## src/rtl/mdu_pkg.sv

```systemverilog
// rtl/mdu_pkg.sv - shared encodings, state type and sizing helper for the HI/LO multiply/divide unit
package mdu_pkg;

    // Operation encodings on the op port; 11x is a no-op
    localparam logic [2:0] MDU_MULTU = 3'b000;
    localparam logic [2:0] MDU_MULT  = 3'b001;
    localparam logic [2:0] MDU_DIVU  = 3'b010;
    localparam logic [2:0] MDU_DIV   = 3'b011;
    localparam logic [2:0] MDU_MTHI  = 3'b100;
    localparam logic [2:0] MDU_MTLO  = 3'b101;

    // Top-level sequencing states
    typedef enum logic [1:0] {
        IDLE = 2'd0,
        MUL  = 2'd1,
        DIV  = 2'd2,
        FIX  = 2'd3
    } mdu_state_t;

    // Width of a down-counter that must hold the value n
    function automatic int cnt_width(input int n);
        return $clog2(n + 1);
    endfunction

endpackage

```

## src/rtl/mdu_divider.sv

```systemverilog
// rtl/mdu_divider.sv - iterative restoring radix-2 divider with sign fix-up
module mdu_divider
    import mdu_pkg::*;
#(
    parameter int WIDTH = 32,
    localparam int CNT_W = cnt_width(WIDTH)
) (
    input  logic             clk,
    input  logic             rst,
    input  logic             start,
    input  logic             flush,
    input  logic             is_signed,
    input  logic [WIDTH-1:0] a,
    input  logic [WIDTH-1:0] b,
    output logic [CNT_W-1:0] count,
    output logic             done,
    output logic [WIDTH-1:0] quotient,
    output logic [WIDTH-1:0] remainder
);

    logic [WIDTH-1:0] quo_q;
    logic [WIDTH-1:0] rem_q;
    logic [WIDTH-1:0] dsr_q;
    logic [WIDTH-1:0] raw_a_q;
    logic             q_neg_q;
    logic             r_neg_q;
    logic             zero_q;
    logic             fix_q;
    logic [CNT_W-1:0] cnt_q;

    logic [WIDTH-1:0] a_mag;
    logic [WIDTH-1:0] b_mag;
    logic [WIDTH:0]   rem_shift;
    logic [WIDTH:0]   diff;

    // Operand magnitudes and the trial subtraction for the current quotient bit
    always_comb begin
        a_mag     = (is_signed && a[WIDTH-1]) ? -a : a;
        b_mag     = (is_signed && b[WIDTH-1]) ? -b : b;
        rem_shift = {rem_q, quo_q[WIDTH-1]};
        diff      = rem_shift - {1'b0, dsr_q};
    end

    // Load on start, then one quotient bit per cycle; fix_q marks the sign-correction cycle
    always_ff @(posedge clk or posedge rst) begin
        if (rst) begin
            quo_q   <= '0;
            rem_q   <= '0;
            dsr_q   <= '0;
            raw_a_q <= '0;
            q_neg_q <= 1'b0;
            r_neg_q <= 1'b0;
            zero_q  <= 1'b0;
            fix_q   <= 1'b0;
            cnt_q   <= '0;
        end else if (flush) begin
            cnt_q <= '0;
            fix_q <= 1'b0;
        end else if (start) begin
            quo_q   <= a_mag;
            rem_q   <= '0;
            dsr_q   <= b_mag;
            raw_a_q <= a;
            q_neg_q <= is_signed & (a[WIDTH-1] ^ b[WIDTH-1]);
            r_neg_q <= is_signed & a[WIDTH-1];
            zero_q  <= (b == '0);
            fix_q   <= 1'b0;
            cnt_q   <= CNT_W'(WIDTH);
        end else if (cnt_q != '0) begin
            // A clear borrow bit means the shifted remainder covers the divisor
            if (!diff[WIDTH]) begin
                rem_q <= diff[WIDTH-1:0];
                quo_q <= {quo_q[WIDTH-2:0], 1'b1};
            end else begin
                rem_q <= rem_shift[WIDTH-1:0];
                quo_q <= {quo_q[WIDTH-2:0], 1'b0};
            end
            cnt_q <= cnt_q - CNT_W'(1);
            fix_q <= (cnt_q == CNT_W'(1));
        end else begin
            fix_q <= 1'b0;
        end
    end

    // Divide by zero returns all-ones and the raw dividend; otherwise restore the signs
    always_comb begin
        quotient  = zero_q ? '1 : (q_neg_q ? -quo_q : quo_q);
        remainder = zero_q ? raw_a_q : (r_neg_q ? -rem_q : rem_q);
    end

    assign count = cnt_q;
    assign done  = fix_q;

endmodule

```

## src/rtl/mdu_hilo.sv

```systemverilog
// rtl/mdu_hilo.sv - HI/LO register pair with pipelined multiply and iterative divide
module mdu_hilo
    import mdu_pkg::*;
#(
    parameter int WIDTH      = 32,
    parameter int MUL_STAGES = 2
) (
    input  logic             clk,
    input  logic             rst,
    input  logic             start,
    input  logic [2:0]       op,
    input  logic [WIDTH-1:0] a,
    input  logic [WIDTH-1:0] b,
    input  logic             flush,
    output logic             busy,
    output logic             done,
    output logic [WIDTH-1:0] hi,
    output logic [WIDTH-1:0] lo
);

    localparam int CNT_W  = cnt_width(WIDTH);
    localparam int MCNT_W = cnt_width(MUL_STAGES);

    mdu_state_t state;
    mdu_state_t next_state;

    logic [MCNT_W-1:0]  mul_cnt;
    logic [2*WIDTH-1:0] mul_pipe [MUL_STAGES];
    logic [2*WIDTH-1:0] ext_a;
    logic [2*WIDTH-1:0] ext_b;
    logic [2*WIDTH-1:0] product;

    logic accept;
    logic mul_go;
    logic div_go;
    logic mul_fin;
    logic div_fin;
    logic wr_hi;
    logic wr_lo;

    logic [CNT_W-1:0] div_count;
    logic             div_done;
    logic [WIDTH-1:0] quotient;
    logic [WIDTH-1:0] remainder;

    mdu_divider #(
        .WIDTH (WIDTH)
    ) u_divider (
        .clk       (clk),
        .rst       (rst),
        .start     (div_go),
        .flush     (flush),
        .is_signed (op[0]),
        .a         (a),
        .b         (b),
        .count     (div_count),
        .done      (div_done),
        .quotient  (quotient),
        .remainder (remainder)
    );

    // Full-width product; the low 2*WIDTH bits of a sign-extended product are the signed result
    always_comb begin
        ext_a   = op[0] ? {{WIDTH{a[WIDTH-1]}}, a} : {{WIDTH{1'b0}}, a};
        ext_b   = op[0] ? {{WIDTH{b[WIDTH-1]}}, b} : {{WIDTH{1'b0}}, b};
        product = ext_a * ext_b;
    end

    // Next-state decode plus the one-cycle strobes that steer the HI/LO writes
    always_comb begin
        next_state = state;
        accept     = (state == IDLE) && start && !flush;
        mul_go     = 1'b0;
        div_go     = 1'b0;
        mul_fin    = 1'b0;
        div_fin    = 1'b0;
        wr_hi      = 1'b0;
        wr_lo      = 1'b0;
        unique case (state)
            IDLE: begin
                if (accept) begin
                    case (op)
                        MDU_MULTU, MDU_MULT: begin
                            next_state = MUL;
                            mul_go     = 1'b1;
                        end
                        MDU_DIVU, MDU_DIV: begin
                            next_state = DIV;
                            div_go     = 1'b1;
                        end
                        MDU_MTHI: wr_hi = 1'b1;
                        MDU_MTLO: wr_lo = 1'b1;
                        default:  ;
                    endcase
                end
            end
            MUL: begin
                if (flush) begin
                    next_state = IDLE;
                end else if (mul_cnt == MCNT_W'(1)) begin
                    next_state = IDLE;
                    mul_fin    = 1'b1;
                end
            end
            DIV: begin
                if (flush) begin
                    next_state = IDLE;
                end else if (div_count == CNT_W'(1)) begin
                    next_state = FIX;
                end
            end
            FIX: begin
                next_state = IDLE;
                div_fin    = !flush && div_done;
            end
            default: next_state = IDLE;
        endcase
    end

    // State register
    always_ff @(posedge clk or posedge rst) begin
        if (rst) begin
            state <= IDLE;
        end else begin
            state <= next_state;
        end
    end

    // Multiply latency counter; clearing it on flush discards whatever is in the pipe
    always_ff @(posedge clk or posedge rst) begin
        if (rst) begin
            mul_cnt <= '0;
        end else if (flush) begin
            mul_cnt <= '0;
        end else if (mul_go) begin
            mul_cnt <= MCNT_W'(MUL_STAGES);
        end else if (mul_cnt != '0) begin
            mul_cnt <= mul_cnt - MCNT_W'(1);
        end
    end

    // Product pipeline: stage 0 captures at accept, later stages just follow
    always_ff @(posedge clk) begin
        if (mul_go) begin
            mul_pipe[0] <= product;
        end
        for (int i = 1; i < MUL_STAGES; i++) begin
            mul_pipe[i] <= mul_pipe[i-1];
        end
    end

    // HI/LO registers and the completion pulse
    always_ff @(posedge clk or posedge rst) begin
        if (rst) begin
            hi   <= '0;
            lo   <= '0;
            done <= 1'b0;
        end else begin
            done <= mul_fin | div_fin;
            if (mul_fin) begin
                {hi, lo} <= mul_pipe[MUL_STAGES-1];
            end
            if (div_fin) begin
                hi <= remainder;
                lo <= quotient;
            end
            if (wr_hi) begin
                hi <= a;
            end
            if (wr_lo) begin
                lo <= a;
            end
        end
    end

    assign busy = (state != IDLE);

endmodule

```

## config.mk

```make
export PLATFORM = sky130hd
export DESIGN_NAME = mdu_hilo
export DESIGN_NICKNAME = d
export VERILOG_FILES = /design/src/rtl/mdu_pkg.sv /design/src/rtl/mdu_divider.sv /design/src/rtl/mdu_hilo.sv
export SDC_FILE = /design/constraint.sdc
export NUM_CORES = 2
export LEC_CHECK = 0
export ABC_AREA = 1
export CAP_MARGIN = 20
export CORE_ASPECT_RATIO = 1.75
export CORE_MARGIN = 1
export CORE_UTILIZATION = 67
export CTS_CLUSTER_DIAMETER = 100
export DETAILED_ROUTE_END_ITERATION = 8
export HOLD_SLACK_MARGIN = 0.1
export PLACE_DENSITY = 0.9
export SYNTH_ARGS = -nofsm -noshare
export SYNTH_HDL_FRONTEND = slang
export SYNTH_HIERARCHICAL = 1
export SYNTH_SLANG_ARGS = --single-unit
export TNS_END_PERCENT = 100
```

## constraint.sdc

```tcl
create_clock -name clk -period 15.12 [get_ports clk]
set_clock_uncertainty 0.1 [all_clocks]
set_input_delay 1.512 -clock clk [delete_from_list [all_inputs] [get_ports clk]]
set_output_delay 1.512 -clock clk [all_outputs]
set_load 0.03 [all_outputs]
```

==> impl_metrics.env <==
export IMPL_status="finished, violations left"
export IMPL_violations="design-rule violations"
export IMPL_grt_overflow_total=0
export IMPL_slew_headroom_pct=15.1
export IMPL_numCtsBuffers=29
export IMPL_holdCritPathClass="flip-flop to flip-flop"
export IMPL_root_buffer="clkbuf_16"
export IMPL_htreeDepth=1
export IMPL_cts_hold_fix_buffers=0
export IMPL_ys_flop_type="dfrtp_1"
export IMPL_final_cell_area_sq_um=72700
export IMPL_max_freq_ghz=0.0850
export IMPL_area_delta_synth_final_pct=4.80
export IMPL_drt_iter0_markers=8139
export IMPL_wl_per_cell_um=27.6
export IMPL_placed_area_sq_um=71600
export IMPL_netlist_instances=8822
export IMPL_wl_met3_um=33600
export IMPL_yosysSeqAreaShare_pct=12.1
export IMPL_rrSetupSlack_ps=11240
export IMPL_mostFrequentLayoutCells="inv_1 (2,646), nand2_1 (2,032), fa_1 (1,420), nor2_1 (406), ha_1 (352)"
export IMPL_final_common_cell="inv_1"
export IMPL_antenna_left=0
export IMPL_hold_viol=0
export IMPL_synth_xor_xnor_area_share_pct=1.50
export IMPL_die_h_um=428
export IMPL_cp_top_family="adder cells"
export IMPL_path_clk_slew_ps=80
export IMPL_drt_pass1_iter_count=9
export IMPL_maxCapViolations=0
export IMPL_postCtsSetupRepairBufs=0
export IMPL_core_area_sq_um=102000
export IMPL_via_count=62800
export IMPL_drive_gt1_share_pct=2.75
export IMPL_async_flop_share_pct=61.8
export IMPL_crit_type="input port to flip-flop"
export IMPL_min_delay_start="mul_pipe[0][0]"
export IMPL_routed_top_layer="met5"
export IMPL_cp_start_kind="input port"
export IMPL_avgViaCountPerCell=6.21
export IMPL_antenna_found_initial=16
export IMPL_tightest_slew_ps=1270
export IMPL_insertion_delay_ps=640
export IMPL_syn_cell_area_sq_um=69300
export IMPL_die_w_um=245
export IMPL_synth_distinct_cells=59
export IMPL_setup_tns_ps=0
export IMPL_worstSetupPathDepth=32
export IMPL_synth_nets=10700
export IMPL_startpoint="op[0]"
export IMPL_end_kind="flip-flop"
export IMPL_synth_edf_count=64
export IMPL_synthMuxAreaShare_pct=0.940
export IMPL_stdcell_count=10100
export IMPL_finalCritPeriodShare_pct=77.8
export IMPL_detailed_place_hpwl_um=218000
export IMPL_worst_path_most_repeated_cell="fa_1"
export IMPL_place_inst=10000
export IMPL_setup_viol=0
export IMPL_yosys_warnings=6
export IMPL_slowest_delay_ps=900
export IMPL_critPathCapture="mul_pipe[0][60]"
export IMPL_wl_met2_um=128000
export IMPL_dieArea_sq_um=105000
export IMPL_core_rowCount=155
export IMPL_grt_pass1_wl_um=414000
export IMPL_timing_rr_end="lo[31]"
export IMPL_finalMaxSlewViolations=0
export IMPL_fillCellCount=7661
export IMPL_grt_pass1_vias=67500
export IMPL_clk_path_buf_depth=3
export IMPL_fin_crit_ps=11770
export IMPL_wirelength_um=279000
export IMPL_required_ps=15410
export IMPL_grt_setup_unrepaired="no"
export IMPL_io_pins=137
export IMPL_synth_seq_cells=335
export IMPL_synth_compound_area_share_pct=5.12
export IMPL_yosys_area_share_simple_pct=16.7
export IMPL_reg2reg_depth=11
export IMPL_synth_top_family_by_area="adder cells"
export IMPL_path_max_fanout=26
export IMPL_crit_path_top_delay_cell="fa_1"
export IMPL_wl_met1_um=72400
export IMPL_drc=15
export IMPL_num_nets_final=10600
export IMPL_start_util_pct=67.8
export IMPL_utilization_pct=71.1
export IMPL_path_buf_inv=11
export IMPL_cts_tree="built"
export IMPL_r2r_start="state[1]"
export IMPL_synth_fa_ha_area_share_pct=47.4
export IMPL_portBuffers=136
export IMPL_grt_usage_pct=55.6
export IMPL_cts_resized=0
export IMPL_cp_arrival_ps=12060
export IMPL_avgSynthCellArea_sq_um=7.86
export IMPL_cts_sinks=335
export IMPL_globalplace_congestion=1.15
export IMPL_grt_max_degree=81
worst min-delay path by stage:
stage                                  end  cells after the start
after floorplan           mul_pipe[0][100]                      0
after global placement     mul_pipe[0][83]                      0
after detailed placement   mul_pipe[0][70]                      0
after CTS                  mul_pipe[0][64]                      0
after global routing       mul_pipe[0][64]                      0
final                      mul_pipe[0][64]                      0
kinds of logic (layout without fill, tap and decap cells):
| logic type | after synthesis | in the layout |
|---|---|---|
| compound gates | 655 | 655 |
| xor+xnor | 119 | 119 |
| fa+ha+maj | 1772 | 1772 |
| buf+inv | 2995 | 2941 |
| flops | 335 | 335 |
| mux | 65 | 65 |
| other cells | 0 | 17 |
| simple gates | 2881 | 2881 |
layer usage:
| metal | GRT usage [%] | vias to the layer above |
|---|---|---|
| met2 | 86.7 | 5539 |
| met5 | 0.184 | - |
| li1 | - | 25200 |
| met3 | 21.9 | 2670 |
| met4 | 66.6 | 4 |
| met1 | 50.9 | 29400 |
through the flow:
stage          setup slack (ps)  hold slack [ps]
6_report                   3350              239
3_3_place_gp               3120              224
5_1_grt                    3020              233
4_1_cts                    3600              230
3_5_place_dp               2970              227
2_1_floorplan              4920              223
cell type report:
class / instances / area [sq um] / area share [%]
antenna: 17 / 42.5 / 0.0585
clock buffer: 35 / 800 / 1.10
clock inverter: 18 / 158 / 0.217
inverter: 2658 / 9980 / 13.7
multi-input combinational: 5492 / 49700 / 68.4
sequential: 335 / 8380 / 11.5
tap: 1334 / 1670 / 2.30
timing repair buffer: 230 / 1950 / 2.68
Yosys cell counts, types with 3 or more instances:
cell         n  area (sq um)
xnor2_1     33           289
fa_1      1420         28400
nand2_2      6          37.5
nor3_2       5          50.1
o21ai_2      3          26.3
dfxtp_1     64          1280
buf_2       22           110
clkbuf_1   299          1120
o31ai_1      5          37.5
ha_1       352          4400
nor2_1     407          1530
a21oi_1    218          1090
edfxtp_1    64          1920
and2_1       5          31.3
a21boi_0     5          37.5
dfrtp_1    207          5180
o22ai_1     47           294
mux2i_1     64           641
o21bai_1    17           128
inv_2        9          33.8
nand2_4      3          33.8
nor4_1      13          81.3
o21ai_1      6          30.0
buf_1        9          33.8
o211ai_1    10          75.1
nand2_1   2033          7630
a21o_1      10          75.1
nand4_1     38           238
xor2_1      86           753
a31oi_1     13          81.3
nand3b_1     7          52.6
nand3_1    299          1500
or2_2       11          68.8
nor3_1      36           180
o21a_1       3          22.5
o21ai_0    305          1530
inv_1     2648          9940
nor2_2      11          68.8
buf_4        4          30.0
state kept, by name, indices dropped and copies added (netlist names):
register           flops
mul_pipe             128
hi                    32
lo                    32
u_divider/dsr_q       32
u_divider/quo_q       32
u_divider/raw_a_q     32
u_divider/rem_q       32
u_divider/count        6
mul_cnt                2
state                  2
done                   1
u_divider/done         1
u_divider/q_neg_q      1
u_divider/r_neg_q      1
u_divider/zero_q       1
Power is left out: the tool's default activity adds up to more than one toggle a clock period on the data nets, which glitch-free logic cannot reach.
